## config.mk

```make
export PLATFORM = sky130hd
export DESIGN_NAME = peng_countdown_core_flat
export DESIGN_NICKNAME = d
export VERILOG_FILES = /design/src/rtl/peng_timer_pkg.sv /design/src/rtl/peng_countdown_core_if.sv /design/src/rtl/tick_sync_edge.sv /design/src/rtl/peng_countdown_core.sv /design/src/flat_wrapper.sv
export SDC_FILE = /design/constraint.sdc
export NUM_CORES = 1
export LEC_CHECK = 0
export CAP_MARGIN = 20
export CORE_MARGIN = 1
export CORE_UTILIZATION = 45
export CTS_CLUSTER_SIZE = 40
export DETAILED_ROUTE_END_ITERATION = 10
export PLACE_DENSITY = 0.8
export RECOVER_POWER = 100
export SYNTH_ARGS = -nofsm -noshare
export SYNTH_HDL_FRONTEND = slang
export SYNTH_SLANG_ARGS = --single-unit
```

## constraint.sdc

```tcl
create_clock -name clk -period 2.7 [get_ports clk]
set_clock_uncertainty 0.2 [all_clocks]
set_input_delay 0.81 -clock clk [delete_from_list [all_inputs] [get_ports clk]]
set_output_delay 0.81 -clock clk [all_outputs]
set_load 0.02 [all_outputs]
```

## src/rtl/peng_timer_pkg.sv

```systemverilog
// rtl/peng_timer_pkg.sv - shared types, constants and BCD helpers for the PengTimer countdown
// Purpose: state enum, default tick rate and two-digit BCD arithmetic/clamping.
// Ports: none (package).
package peng_timer_pkg;

  typedef enum logic [1:0] {
    IDLE   = 2'd0,
    RUN    = 2'd1,
    PAUSED = 2'd2,
    DONE   = 2'd3
  } state_e;

  localparam int TICKS_PER_SEC_DEF = 64;

  // Decrement a two-digit BCD value. When the value is 00 the tens digit
  // wraps to tens_wrap, units to 9, and bit 8 (borrow-out) is set.
  function automatic logic [8:0] bcd_dec2(input logic [7:0] v, input logic [3:0] tens_wrap);
    logic [3:0] t;
    logic [3:0] u;
    logic       b;
    t = v[7:4];
    u = v[3:0];
    b = 1'b0;
    if (u != 4'd0) begin
      u = u - 4'd1;
    end else begin
      u = 4'd9;
      if (t != 4'd0) begin
        t = t - 4'd1;
      end else begin
        t = tens_wrap;
        b = 1'b1;
      end
    end
    return {b, t, u};
  endfunction

  function automatic logic [7:0] bcd_clamp_min(input logic [7:0] v);
    return {(v[7:4] > 4'd9) ? 4'd9 : v[7:4],
            (v[3:0] > 4'd9) ? 4'd9 : v[3:0]};
  endfunction

  function automatic logic [7:0] bcd_clamp_sec(input logic [7:0] v);
    return {(v[7:4] > 4'd5) ? 4'd5 : v[7:4],
            (v[3:0] > 4'd9) ? 4'd9 : v[3:0]};
  endfunction

endpackage

```

## src/rtl/peng_countdown_core_if.sv

```systemverilog
// rtl/peng_countdown_core_if.sv - command and status bundle of the countdown core
// Purpose: groups the command pulses, preset value and display/status outputs.
// Ports (signals): load, start, pause, clear, preset_min[7:0], preset_sec[7:0] (master -> slave);
//                  min_bcd[7:0], sec_bcd[7:0], running, done, alarm, blink (slave -> master).
interface peng_countdown_core_if;
  logic       load;
  logic       start;
  logic       pause;
  logic       clear;
  logic [7:0] preset_min;
  logic [7:0] preset_sec;
  logic [7:0] min_bcd;
  logic [7:0] sec_bcd;
  logic       running;
  logic       done;
  logic       alarm;
  logic       blink;

  modport master (
    output load, start, pause, clear, preset_min, preset_sec,
    input  min_bcd, sec_bcd, running, done, alarm, blink
  );

  modport slave (
    input  load, start, pause, clear, preset_min, preset_sec,
    output min_bcd, sec_bcd, running, done, alarm, blink
  );
endinterface

```

## src/rtl/tick_sync_edge.sv

```systemverilog
// rtl/tick_sync_edge.sv - synchronizer and rising-edge detector for the 64 Hz time base
// Purpose: brings tick_in into the clk domain and emits a one-cycle pulse per rising edge.
// Ports: clk, rst (sync, active-high), tick_in (async square wave), tick_o (one-cycle pulse).
module tick_sync_edge #(
  parameter int SYNC_STAGES = 2
) (
  input  logic clk,
  input  logic rst,
  input  logic tick_in,
  output logic tick_o
);

  logic [SYNC_STAGES-1:0] sync_q;
  logic                   prev_q;

  always_ff @(posedge clk) begin
    if (rst) begin
      sync_q <= '0;
      prev_q <= 1'b0;
    end else begin
      sync_q <= {sync_q[SYNC_STAGES-2:0], tick_in};
      prev_q <= sync_q[SYNC_STAGES-1];
    end
  end

  // Both terms come from flops, so the pulse is glitch-free and one cycle wide.
  assign tick_o = sync_q[SYNC_STAGES-1] & ~prev_q;

endmodule

```

## src/rtl/peng_countdown_core.sv

```systemverilog
// rtl/peng_countdown_core.sv - MM:SS BCD countdown timer core driven by a 64 Hz time base
// Purpose: command FSM, sub-second fraction counter and BCD time registers with expiry alarm.
// Ports: clk, rst (sync, active-high), tick_in (64 Hz square wave),
//        bus (slave modport: commands/preset in, BCD time, running, done, alarm, blink out).
module peng_countdown_core
  import peng_timer_pkg::*;
#(
  parameter int TICKS_PER_SEC = TICKS_PER_SEC_DEF,
  parameter int SYNC_STAGES   = 2
) (
  input  logic                 clk,
  input  logic                 rst,
  input  logic                 tick_in,
  peng_countdown_core_if.slave bus
);

  localparam int             FW       = $clog2(TICKS_PER_SEC);
  localparam logic [FW-1:0]  FRAC_MAX = FW'(TICKS_PER_SEC - 1);

  state_e        state_q;
  logic [FW-1:0] frac_q;
  logic [7:0]    min_q;
  logic [7:0]    sec_q;
  logic          running_q;
  logic          done_q;
  logic          alarm_q;

  logic          tick;
  logic [8:0]    sec_dec;
  logic [8:0]    min_dec;
  logic [7:0]    min_d;
  logic [7:0]    sec_d;
  logic          time_zero;
  logic          load_ok;
  logic          start_ok;
  logic          pause_ok;

  tick_sync_edge #(.SYNC_STAGES(SYNC_STAGES)) u_tick (
    .clk     (clk),
    .rst     (rst),
    .tick_in (tick_in),
    .tick_o  (tick)
  );

  assign sec_dec = bcd_dec2(sec_q, 4'd5);
  assign min_dec = bcd_dec2(min_q, 4'd9);

  // Minutes only move on a seconds borrow; a minutes borrow would mean the
  // time was already 00:00, in which case minutes stay at 00.
  always_comb begin
    sec_d = sec_dec[7:0];
    min_d = min_q;
    if (sec_dec[8] && !min_dec[8]) begin
      min_d = min_dec[7:0];
    end
  end

  assign time_zero = (min_q == 8'h00) && (sec_q == 8'h00);

  // Acceptance per command; the if/else chain below applies clear > load > start > pause.
  assign load_ok  = bus.load  && (state_q != RUN);
  assign start_ok = bus.start && (((state_q == IDLE) && !time_zero) || (state_q == PAUSED));
  assign pause_ok = bus.pause && (state_q == RUN);

  always_ff @(posedge clk) begin
    if (rst) begin
      state_q   <= IDLE;
      frac_q    <= '0;
      min_q     <= 8'h00;
      sec_q     <= 8'h00;
      running_q <= 1'b0;
      done_q    <= 1'b0;
      alarm_q   <= 1'b0;
    end else begin
      alarm_q <= 1'b0;
      if (bus.clear) begin
        state_q   <= IDLE;
        frac_q    <= '0;
        min_q     <= 8'h00;
        sec_q     <= 8'h00;
        running_q <= 1'b0;
        done_q    <= 1'b0;
      end else if (load_ok) begin
        state_q   <= IDLE;
        frac_q    <= '0;
        min_q     <= bcd_clamp_min(bus.preset_min);
        sec_q     <= bcd_clamp_sec(bus.preset_sec);
        running_q <= 1'b0;
        done_q    <= 1'b0;
      end else if (start_ok) begin
        // Resuming from PAUSED keeps the partial second.
        if (state_q == IDLE) begin
          frac_q <= '0;
        end
        state_q   <= RUN;
        running_q <= 1'b1;
      end else if (pause_ok) begin
        state_q   <= PAUSED;
        running_q <= 1'b0;
      end else if ((state_q == RUN) && tick) begin
        if (frac_q != FRAC_MAX) begin
          frac_q <= frac_q + FW'(1);
        end else begin
          frac_q <= '0;
          min_q  <= min_d;
          sec_q  <= sec_d;
          if ((min_d == 8'h00) && (sec_d == 8'h00)) begin
            state_q   <= DONE;
            running_q <= 1'b0;
            done_q    <= 1'b1;
            alarm_q   <= 1'b1;
          end
        end
      end
    end
  end

  assign bus.min_bcd = min_q;
  assign bus.sec_bcd = sec_q;
  assign bus.running = running_q;
  assign bus.done    = done_q;
  assign bus.alarm   = alarm_q;
  assign bus.blink   = running_q & frac_q[FW-1];

endmodule

```

## src/flat_wrapper.sv

```systemverilog
// flat-port wrapper written by rule: the top's interface ports become plain ports
module peng_countdown_core_flat import peng_timer_pkg::*;
#(
  parameter int TICKS_PER_SEC = TICKS_PER_SEC_DEF,
  parameter int SYNC_STAGES   = 2
)
  (clk, rst, tick_in, bus_load, bus_start, bus_pause, bus_clear, bus_preset_min, bus_preset_sec, bus_min_bcd, bus_sec_bcd, bus_running, bus_done, bus_alarm, bus_blink);
  peng_countdown_core_if bus_i ();
  input  logic clk;
  input  logic rst;
  input  logic tick_in;
  input wire logic [$bits(bus_i.load)-1:0] bus_load;
  input wire logic [$bits(bus_i.start)-1:0] bus_start;
  input wire logic [$bits(bus_i.pause)-1:0] bus_pause;
  input wire logic [$bits(bus_i.clear)-1:0] bus_clear;
  input wire logic [$bits(bus_i.preset_min)-1:0] bus_preset_min;
  input wire logic [$bits(bus_i.preset_sec)-1:0] bus_preset_sec;
  output wire logic [$bits(bus_i.min_bcd)-1:0] bus_min_bcd;
  output wire logic [$bits(bus_i.sec_bcd)-1:0] bus_sec_bcd;
  output wire logic [$bits(bus_i.running)-1:0] bus_running;
  output wire logic [$bits(bus_i.done)-1:0] bus_done;
  output wire logic [$bits(bus_i.alarm)-1:0] bus_alarm;
  output wire logic [$bits(bus_i.blink)-1:0] bus_blink;
  assign bus_i.load = bus_load;
  assign bus_i.start = bus_start;
  assign bus_i.pause = bus_pause;
  assign bus_i.clear = bus_clear;
  assign bus_i.preset_min = bus_preset_min;
  assign bus_i.preset_sec = bus_preset_sec;
  assign bus_min_bcd = bus_i.min_bcd;
  assign bus_sec_bcd = bus_i.sec_bcd;
  assign bus_running = bus_i.running;
  assign bus_done = bus_i.done;
  assign bus_alarm = bus_i.alarm;
  assign bus_blink = bus_i.blink;
  peng_countdown_core #(.TICKS_PER_SEC(TICKS_PER_SEC), .SYNC_STAGES(SYNC_STAGES)) u_core (.clk(clk), .rst(rst), .tick_in(tick_in), .bus(bus_i));
endmodule
```

==> results of run 1 <==
==> sequential cells by signal (all words and copies together) (netlist names) <==
| name | cells |
|---|---|
| u_core.bus.alarm | 1 |
| u_core.bus.done | 1 |
| u_core.bus.min_bcd | 8 |
| u_core.bus.running | 1 |
| u_core.bus.sec_bcd | 8 |
| u_core.frac_q | 6 |
| u_core.state_q | 2 |
| u_core.u_tick.prev_q | 1 |
| u_core.u_tick.sync_q | 2 |
==> cells by family (layout without fill, tap and decap cells) <==
family          count (synthesis)  after routing
compound gates                 65             65
simple gates                   92             92
fa+ha+maj                       1              1
xor+xnor                        4              4
flops                          30             30
mux                             4              4
buf+inv                         9             65
==> where the power goes <==
| part | total [mW] | internal [mW] | switching [mW] |
|---|---|---|---|
| logic | 0.185 | 0.0885 | 0.0969 |
| registers | 0.474 | 0.455 | 0.0191 |
| clock network | 0.385 | 0.205 | 0.180 |
| total | 1.04 | 0.748 | 0.297 |
==> worst max-delay path by stage <==
stage / endpoint / slack, ps
after detailed placement: u_core.bus.sec_bcd[4] / -60
after global routing: u_core.bus.sec_bcd[4] / 60
final: u_core.frac_q[4] / 130
after floorplan: u_core.bus.min_bcd[3] / 370
after CTS: bus_min_bcd[2] / 210
after global placement: u_core.bus.sec_bcd[5] / 60
==> final cells by class <==
cell class | count | area, um2 | area share
Clock inverter | 2 | 12.5 | 0.00549
Clock buffer | 6 | 82.6 | 0.0363
Sequential cell | 30 | 601 | 0.264
Inverter | 2 | 7.51 | 0.00330
Timing Repair Buffer | 55 | 503 | 0.221
Multi-Input combinational cell | 166 | 1010 | 0.445
Tap cell | 46 | 57.6 | 0.0253
==> synth_stat cells (2+ instances only) <==
| cell type | instances | area [um2] |
|---|---|---|
| a21oi_1 | 14 | 70.1 |
| mux2i_1 | 4 | 40.0 |
| nor2b_1 | 9 | 56.3 |
| nand2b_1 | 4 | 25.0 |
| o41ai_1 | 2 | 17.5 |
| nor3_1 | 3 | 15.0 |
| and4b_1 | 2 | 20.0 |
| nor4_1 | 5 | 31.3 |
| buf_6 | 2 | 22.5 |
| buf_2 | 3 | 15.0 |
| inv_1 | 2 | 7.51 |
| nand2_1 | 16 | 60.1 |
| nand3_1 | 10 | 50.1 |
| o31ai_1 | 2 | 15.0 |
| or3_1 | 2 | 12.5 |
| and2_1 | 4 | 25.0 |
| a21o_1 | 2 | 15.0 |
| a2111oi_0 | 2 | 17.5 |
| a211oi_1 | 3 | 22.5 |
| a22o_1 | 3 | 26.3 |
| xor2_1 | 3 | 26.3 |
| nand3b_1 | 5 | 37.5 |
| and3_1 | 2 | 12.5 |
| dfxtp_1 | 30 | 601 |
| o21ai_0 | 23 | 115 |
| nor2_1 | 18 | 67.6 |
| nand4_1 | 2 | 12.5 |
| a31oi_1 | 6 | 37.5 |
| or4_4 | 2 | 22.5 |
==> routing by layer <==
layer,vias to the layer above,wire [um],GRT usage
li1,881,-,-
met1,824,2090,0.337
met2,64,2060,0.374
met3,10,282,0.0743
met4,0,78,0.113
met5,-,0,0
==> impl_metrics.toml, run 1 <==
[global_routing]
grt_remaining_overflow = 0
first_global_vias = 1654
grt_usage = 0.253
grt_start_max_net_pins = 14
grt_pass1_wl_mm = 7.87
antenna_found_initial = 0

[clock_tree]
cts_setup_buffers = 0
ctsResizeCount = 0
clk_path_buf_depth = 2
clkTransAtPathRegs_ps = 70
worst_skew_pair.late_latency_ps = 290
numCtsBuffers = 5
clock_sinks = 30
root_buffer = "clkbuf_8"
ctsHoldBuffers = 0
cts_tree = "done"
cts_max_level = 2

[critical_path]
path_max_fanout = 8
crit_type = "reg -> reg"
path_common_cell = "or4_1"
reg2reg_to = "u_core.frac_q[4]"
reg2regPathDepth = 5
timing.rr.start = "u_core.bus.sec_bcd[2]"
cp_data_required_time_ps = 2690
path_buf_inv = 0
crit_path_end_kind = "register"
worstPathArrival_ps = 2550
cp_slowest_cell = "or4_1"
max_stage_delay_ps = 670
worst_setup_path_start_kind = "register"
cp.depth = 5
cpLargestDelayFamily = "simple AND/OR/NAND/NOR gates"
path_cells = "or4_1 -> or4_1 -> o21bai_4 -> a21oi_1 -> a211oi_1"
cp-startpoint = "u_core.bus.sec_bcd[2]"
rrSetupSlack_ps = 130

[routing]
avgViaCountPerCell = 5.79
vias = 1779
drc = 0
antenna_left = 0
drt_iter0_drc = 176
wirelength_mm = 4.51
first_pass_iters = 6
avgRoutedWirePerCell_um = 14.7

[logic_synthesis]
synth-compound-area-share = 0.250
synth-simple-area-share = 0.308
synth_fa_ha_area_frac = 0.00743
synth_top_family_by_area = "simple AND/OR/NAND/NOR gates"
ys.flop_type = "dfxtp_1"
synth_cell_types = 49
seq_area_frac_synth = 0.357
synth_xor_area_frac = 0.0208
synthCells = 205
async_flop_share = 0
synth-edff-count = 0
synthMuxAreaShare = 0.0238
synth_area_mm2 = 0.00168
ys_ff_latch = 30
ys_warn_count = 0
avgSynthCellArea_um2 = 8.21
synth_nets = 229

[pwr]
finalPower_mw = 1.04
power_density_mw_per_mm2 = 459
vdd_drop_max_mv = 0.411
p_leak_nw = 0.881

[cells_and_area]
finish.utilization = 0.657
antenna-diode-count = 0
stdcell_area_mm2 = 0.00228
finalNonFillerCells = 307
nFillCells = 315
syn2layout_area_growth_pct = 35.3
final_nets = 284
final_cell_mix = "dfxtp_1 (30), o21ai_0 (23), clkdlybuf4s50_1 (21), dlygate4sd3_1 (21), nor2_1 (18)"
final_common_cell = "dfxtp_1"
drive_gt1_frac = 0.0805

[floorplan]
rows = 21
core_area_mm2 = 0.00347
fp.dieArea_mm2 = 0.00399
die_y_um = 63.2
ios = 43
start_util = 0.485
die_x_um = 63.2

[worst_hold_path]
hp-class = "reg -> reg"
min_path_cells = 1
min_to = "u_core.u_tick.sync_q[1]"
hp-start = "u_core.u_tick.sync_q[0]"

[timing]
tightest_slew_ps = 562
setup_viol = 0
rsz0062_at_grt = "no"
fin_tns_setup_ps = 0
period_share = 0.950
timing.final.ws_setup_ps = 134
fmax_ghz = 0.390
holdWs_ps = 247
slew_viol_final = 0
slew_headroom = 0.622
finalCriticalPeriod_ps = 2570
hold_viol = 0

[place]
detailed_place.area_mm2 = 0.00221
place_ws_ps = -62.8
dpl.hpwl_mm = 3.34
port_buffers = 42
globalplace.congestion = 0.899
placedCellCount = 299

[outcome]
outcome = "finished, final reports clean"

[flow_run]
maxCapViolCount = 0
(Power assumes the default switching activity.)
==> inputs of run 2 (changes only) <==
clock period = 3 ns   (was 2.7 ns; I/O delays follow)
==> impl_metrics.toml, run 2 (synthesis gave the netlist of run 1 again) <==
[pwr]
switching_power_uw = 254
clkPwrFrac = 0.409
power.internal_uw = 727
netSwitchingFraction = 0.259
vdd_drop_max_mv = 0.279
comb_power_share = 0.157
power_density_mw_per_mm2 = 439
seqPwrFrac = 0.434
finalPower_uw = 981
p_leak_nw = 0.867

[worst_hold_path]
hp-start = "u_core.u_tick.sync_q[0]"
hp-class = "reg -> reg"
min_path_cells = 1
min_to = "u_core.u_tick.sync_q[1]"

[cells_and_area]
final_common_cell = "dfxtp_1"
drive_gt1_frac = 0.0630
final_cell_mix = "dfxtp_1 (30), o21ai_0 (23), clkdlybuf4s50_1 (21), dlygate4sd3_1 (21), nor2_1 (18)"
antenna-diode-count = 0
syn2layout_area_growth_pct = 32.9
final_nets = 277

[routing]
vias = 1773
antenna_left = 0
avgRoutedWirePerCell_um = 14.0
avgViaCountPerCell = 5.91
first_pass_iters = 4
drt_iter0_drc = 110
drc = 0
wirelength_mm = 4.20

[clock_tree]
ctsHoldBuffers = 0
cts_setup_buffers = 0
worst_skew_pair.late_latency_ps = 290
cts_max_level = 2
clock_sinks = 30
clkTransAtPathRegs_ps = 70
ctsResizeCount = 0
cts_tree = "done"
root_buffer = "clkbuf_8"
numCtsBuffers = 5
clk_path_buf_depth = 2

[floorplan]
core_area_mm2 = 0.00347
fp.dieArea_mm2 = 0.00399
rows = 21
die_x_um = 63.2
start_util = 0.485
die_y_um = 63.2
ios = 43

[critical_path]
path_max_fanout = 8
reg2regPathDepth = 4
worstPathArrival_ps = 2610
timing.rr.start = "u_core.bus.sec_bcd[2]"
cp-startpoint = "u_core.bus.sec_bcd[2]"
crit_type = "reg -> reg"
reg2reg_to = "u_core.bus.running"
worst_setup_path_start_kind = "register"
rrSetupSlack_ps = 340
crit_path_end_kind = "register"
cp_data_required_time_ps = 2950

[timing]
setup_viol = 0
slew_headroom = 0.592
fin_tns_setup_ps = 0
tightest_slew_ps = 612
fmax_ghz = 0.376
period_share = 0.886
hold_viol = 0
finalCriticalPeriod_ps = 2660
slew_viol_final = 0
rsz0062_at_grt = "no"

[outcome]
outcome = "finished, final reports clean"

[global_routing]
grt_usage = 0.226
grt_remaining_overflow = 0
antenna_found_initial = 0
first_global_vias = 1589
grt_pass1_wl_mm = 7.04
grt_start_max_net_pins = 16

[place]
port_buffers = 42
dpl.hpwl_mm = 3.15
globalplace.congestion = 0.803

[flow_run]
maxCapViolCount = 0
==> run 2: final cells by class <==
| class | count | area (um2) |
|---|---|---|
| clock inverter | 3 | 40.0 |
| inverter | 2 | 7.51 |
| fill | 323 | 1230 |
| timing repair buffer | 48 | 465 |
| clock buffer | 5 | 68.8 |
| tap | 46 | 57.6 |
| multi-input combinational | 166 | 996 |
| sequential | 30 | 601 |
==> run 2: how the worst max path moves through the flow <==
| stage | depth (start not counted) | end |
|---|---|---|
| finish | 4 | u_core.bus.running |
| global route | 7 | u_core.bus.sec_bcd[4] |
| CTS | 7 | u_core.bus.sec_bcd[4] |
| detailed placement | 7 | u_core.bus.sec_bcd[4] |
| global placement | 6 | u_core.bus.min_bcd[7] |
| floorplan | 6 | u_core.bus.min_bcd[3] |
==> run 2: power by group through the flow <==
stage	Sequential (mW)	Clock, mW	Combinational, mW
2_1_floorplan	0.443	0	0.0852
5_1_grt	0.428	0.422	0.169
3_5_place_dp	0.435	0	0.165
4_1_cts	0.427	0.406	0.165
3_3_place_gp	0.435	0	0.163
6_report	0.426	0.401	0.154
==> run 2: per-layer routing <==
| layer | GRT usage | part of all wire |
|---|---|---|
| met1 | 0.288 | 0.46 |
| met2 | 0.337 | 0.44 |
| met3 | 0.0598 | 0.077 |
| met4 | 0.137 | 0.021 |
| met5 | 0 | 0 |
==> run 2: metrics by stage <==
stage	hold slack, ps	cells	instance area [um2]	setup WS (ps)	utilization
2_1_floorplan	214	205	1680	668	-
3_3_place_gp	219	292	2160	167	0.622
3_5_place_dp	231	292	2160	97.0	0.622
4_1_cts	249	300	2270	404	0.653
5_1_grt	262	300	2240	193	0.645
6_report	241	300	2240	342	0.645
==> run 2: worst max-delay path: stages, from the launching register on <==
cell and delay, ps:
dfxtp_1 370, or4_1 590, or4_1 630, a221oi_1 590, a21oi_1 140
==> inputs of run 3 (changes only) <==
CORE_ASPECT_RATIO = 0.8   (was unset)
==> impl_metrics.toml, run 3 (synthesis gave the netlist of run 1 again) <==
[cells_and_area]
multi_input_area_mm2 = 0.00102
antenna-diode-count = 0
drive_gt1_frac = 0.0664
finish.utilization = 0.639
syn2layout_area_growth_pct = 32.8
final_nets = 280
final_cell_mix = "dfxtp_1 (30), o21ai_0 (23), dlygate4sd3_1 (23), clkdlybuf4s50_1 (19), nor2_1 (18)"
regArea_um2 = 601
final_common_cell = "dfxtp_1"
nFillCells = 328

[routing]
route.met3.wl_um = 269
first_pass_iters = 4
drc = 0
vias = 1739
drt-met1-wl_mm = 2.16
route.met2.wl_mm = 1.79
highest_layer = "met4"
antenna_left = 0
avgViaCountPerCell = 5.84
wirelength_mm = 4.29
avgRoutedWirePerCell_um = 14.4
drt_iter0_drc = 127

[critical_path]
crit_type = "in -> reg"
crit_path_end_kind = "register"
max_stage_delay_ps = 600
worst_setup_path_start_kind = "input port"
worstPathArrival_ps = 2690
path_max_fanout = 11
cp_data_required_time_ps = 2960
cp_slowest_cell = "dlygate4sd3_1"
path_cells = "dlygate4sd3_1 -> nor2_1 -> and4b_1 -> buf_4 -> nand3_1 -> xor2_1 -> a2111oi_0"

[global_routing]
grt_remaining_overflow = 0
grt_pass1_wl_mm = 7.12
antenna_found_initial = 0
grt_start_max_net_pins = 13
first_global_vias = 1499
grt_usage = 0.231

[timing]
finalCriticalPeriod_ps = 2730
period_share = 0.909
fin_tns_setup_ps = 0
rsz0062_at_grt = "no"
tightest_slew_ps = 543
slew_viol_final = 0
fmax_ghz = 0.367
setup_viol = 0
hold_viol = 0
slew_headroom = 0.635

[floorplan]
start_util = 0.482
rows = 19
fp.dieArea_mm2 = 0.00399
die_y_um = 56.7
ios = 43
die_x_um = 70.4
core_area_mm2 = 0.00349

[place]
globalplace.congestion = 0.827
dpl.hpwl_mm = 3.23
port_buffers = 42

[clock_tree]
clk_path_buf_depth = 2
ctsResizeCount = 0
cts_max_level = 2
numCtsBuffers = 5
root_buffer = "clkbuf_8"
worst_skew_pair.late_latency_ps = 280
clkTransAtPathRegs_ps = 60
cts_setup_buffers = 0
clock_sinks = 30
cts_tree = "done"
ctsHoldBuffers = 0

[flow_run]
maxCapViolCount = 0

[pwr]
power.internal_uw = 648
clkPwrFrac = 0.339
seqPwrFrac = 0.478
switching_power_uw = 245
power_density_mw_per_mm2 = 400
p_leak_nw = 0.857
netSwitchingFraction = 0.274
finalPower_uw = 893
vdd_drop_max_mv = 0.209
comb_power_share = 0.183

[worst_hold_path]
hp-class = "reg -> reg"

[outcome]
outcome = "finished, final reports clean"
## run 3: cell types whose count changed in the layout (fill, tap and decap cells not counted)
cell	change
clkbuf_1	+5
clkdlybuf4s50_1	-2
clkinv_2	-2
dlygate4sd3_1	+2
or4_1	-2
or4_4	+2
a221oi_1	-1
a221oi_2	+1
and2_0	+1
and2_1	-1
bufinv_16	-1
o21bai_1	-1
o21bai_4	+1
## run 3: final timing paths
| check | startpoint | endpoint | slack (ps) | depth (start not counted) |
|---|---|---|---|---|
| setup / recovery | bus_pause | u_core.bus.sec_bcd[4] | 270 | 7 |
| hold / removal | u_core.u_tick.sync_q[0] | u_core.u_tick.sync_q[1] | 240 | 1 |
| hold reg to reg | u_core.u_tick.sync_q[0] | u_core.u_tick.sync_q[1] | 240 | 1 |
| setup reg to reg | u_core.bus.sec_bcd[2] | u_core.bus.min_bcd[3] | 650 | 5 |
## run 3: power groups by stage
stage	Combinational, mW	Sequential [mW]	Clock [mW]
after floorplan	0.0852	0.443	0
after global placement	0.165	0.435	0
after detailed placement	0.167	0.436	0
after CTS	0.167	0.427	0.307
after global routing	0.177	0.429	0.326
final	0.163	0.427	0.303
## run 3: critical path: cells and delay by family
kind                   cells  cell delay (ps)
AO/OA/AOI/OAI              1              400
XOR/XNOR                   1              160
AND/OR/NAND/NOR            3              460
buffers and inverters      2              780
## run 3: final cells by class
| type | instances | area share |
|---|---|---|
| multi-input cells | 166 | 0.457 |
| flip-flops and latches | 30 | 0.269 |
| repair buffers | 51 | 0.213 |
| clock buffers | 7 | 0.0342 |
| well taps | 42 | 0.0235 |
| inverters | 2 | 0.00336 |
## run 3: stage by stage
stage               instances  setup slack [ps]  area [um2]  hold WS (ps)
floorplan                 205               668        1680           214
global placement          291               198        2170           217
detailed placement        291               129        2170           232
CTS                       298               406        2250           245
global route              298               142        2230           261
finish                    298               272        2230           239
## run 3: layer usage
metal	vias up	global-route usage
met5	-	0
met4	0	0.0657
met3	9	0.0664
met2	58	0.333
met1	798	0.331
li1	874	-
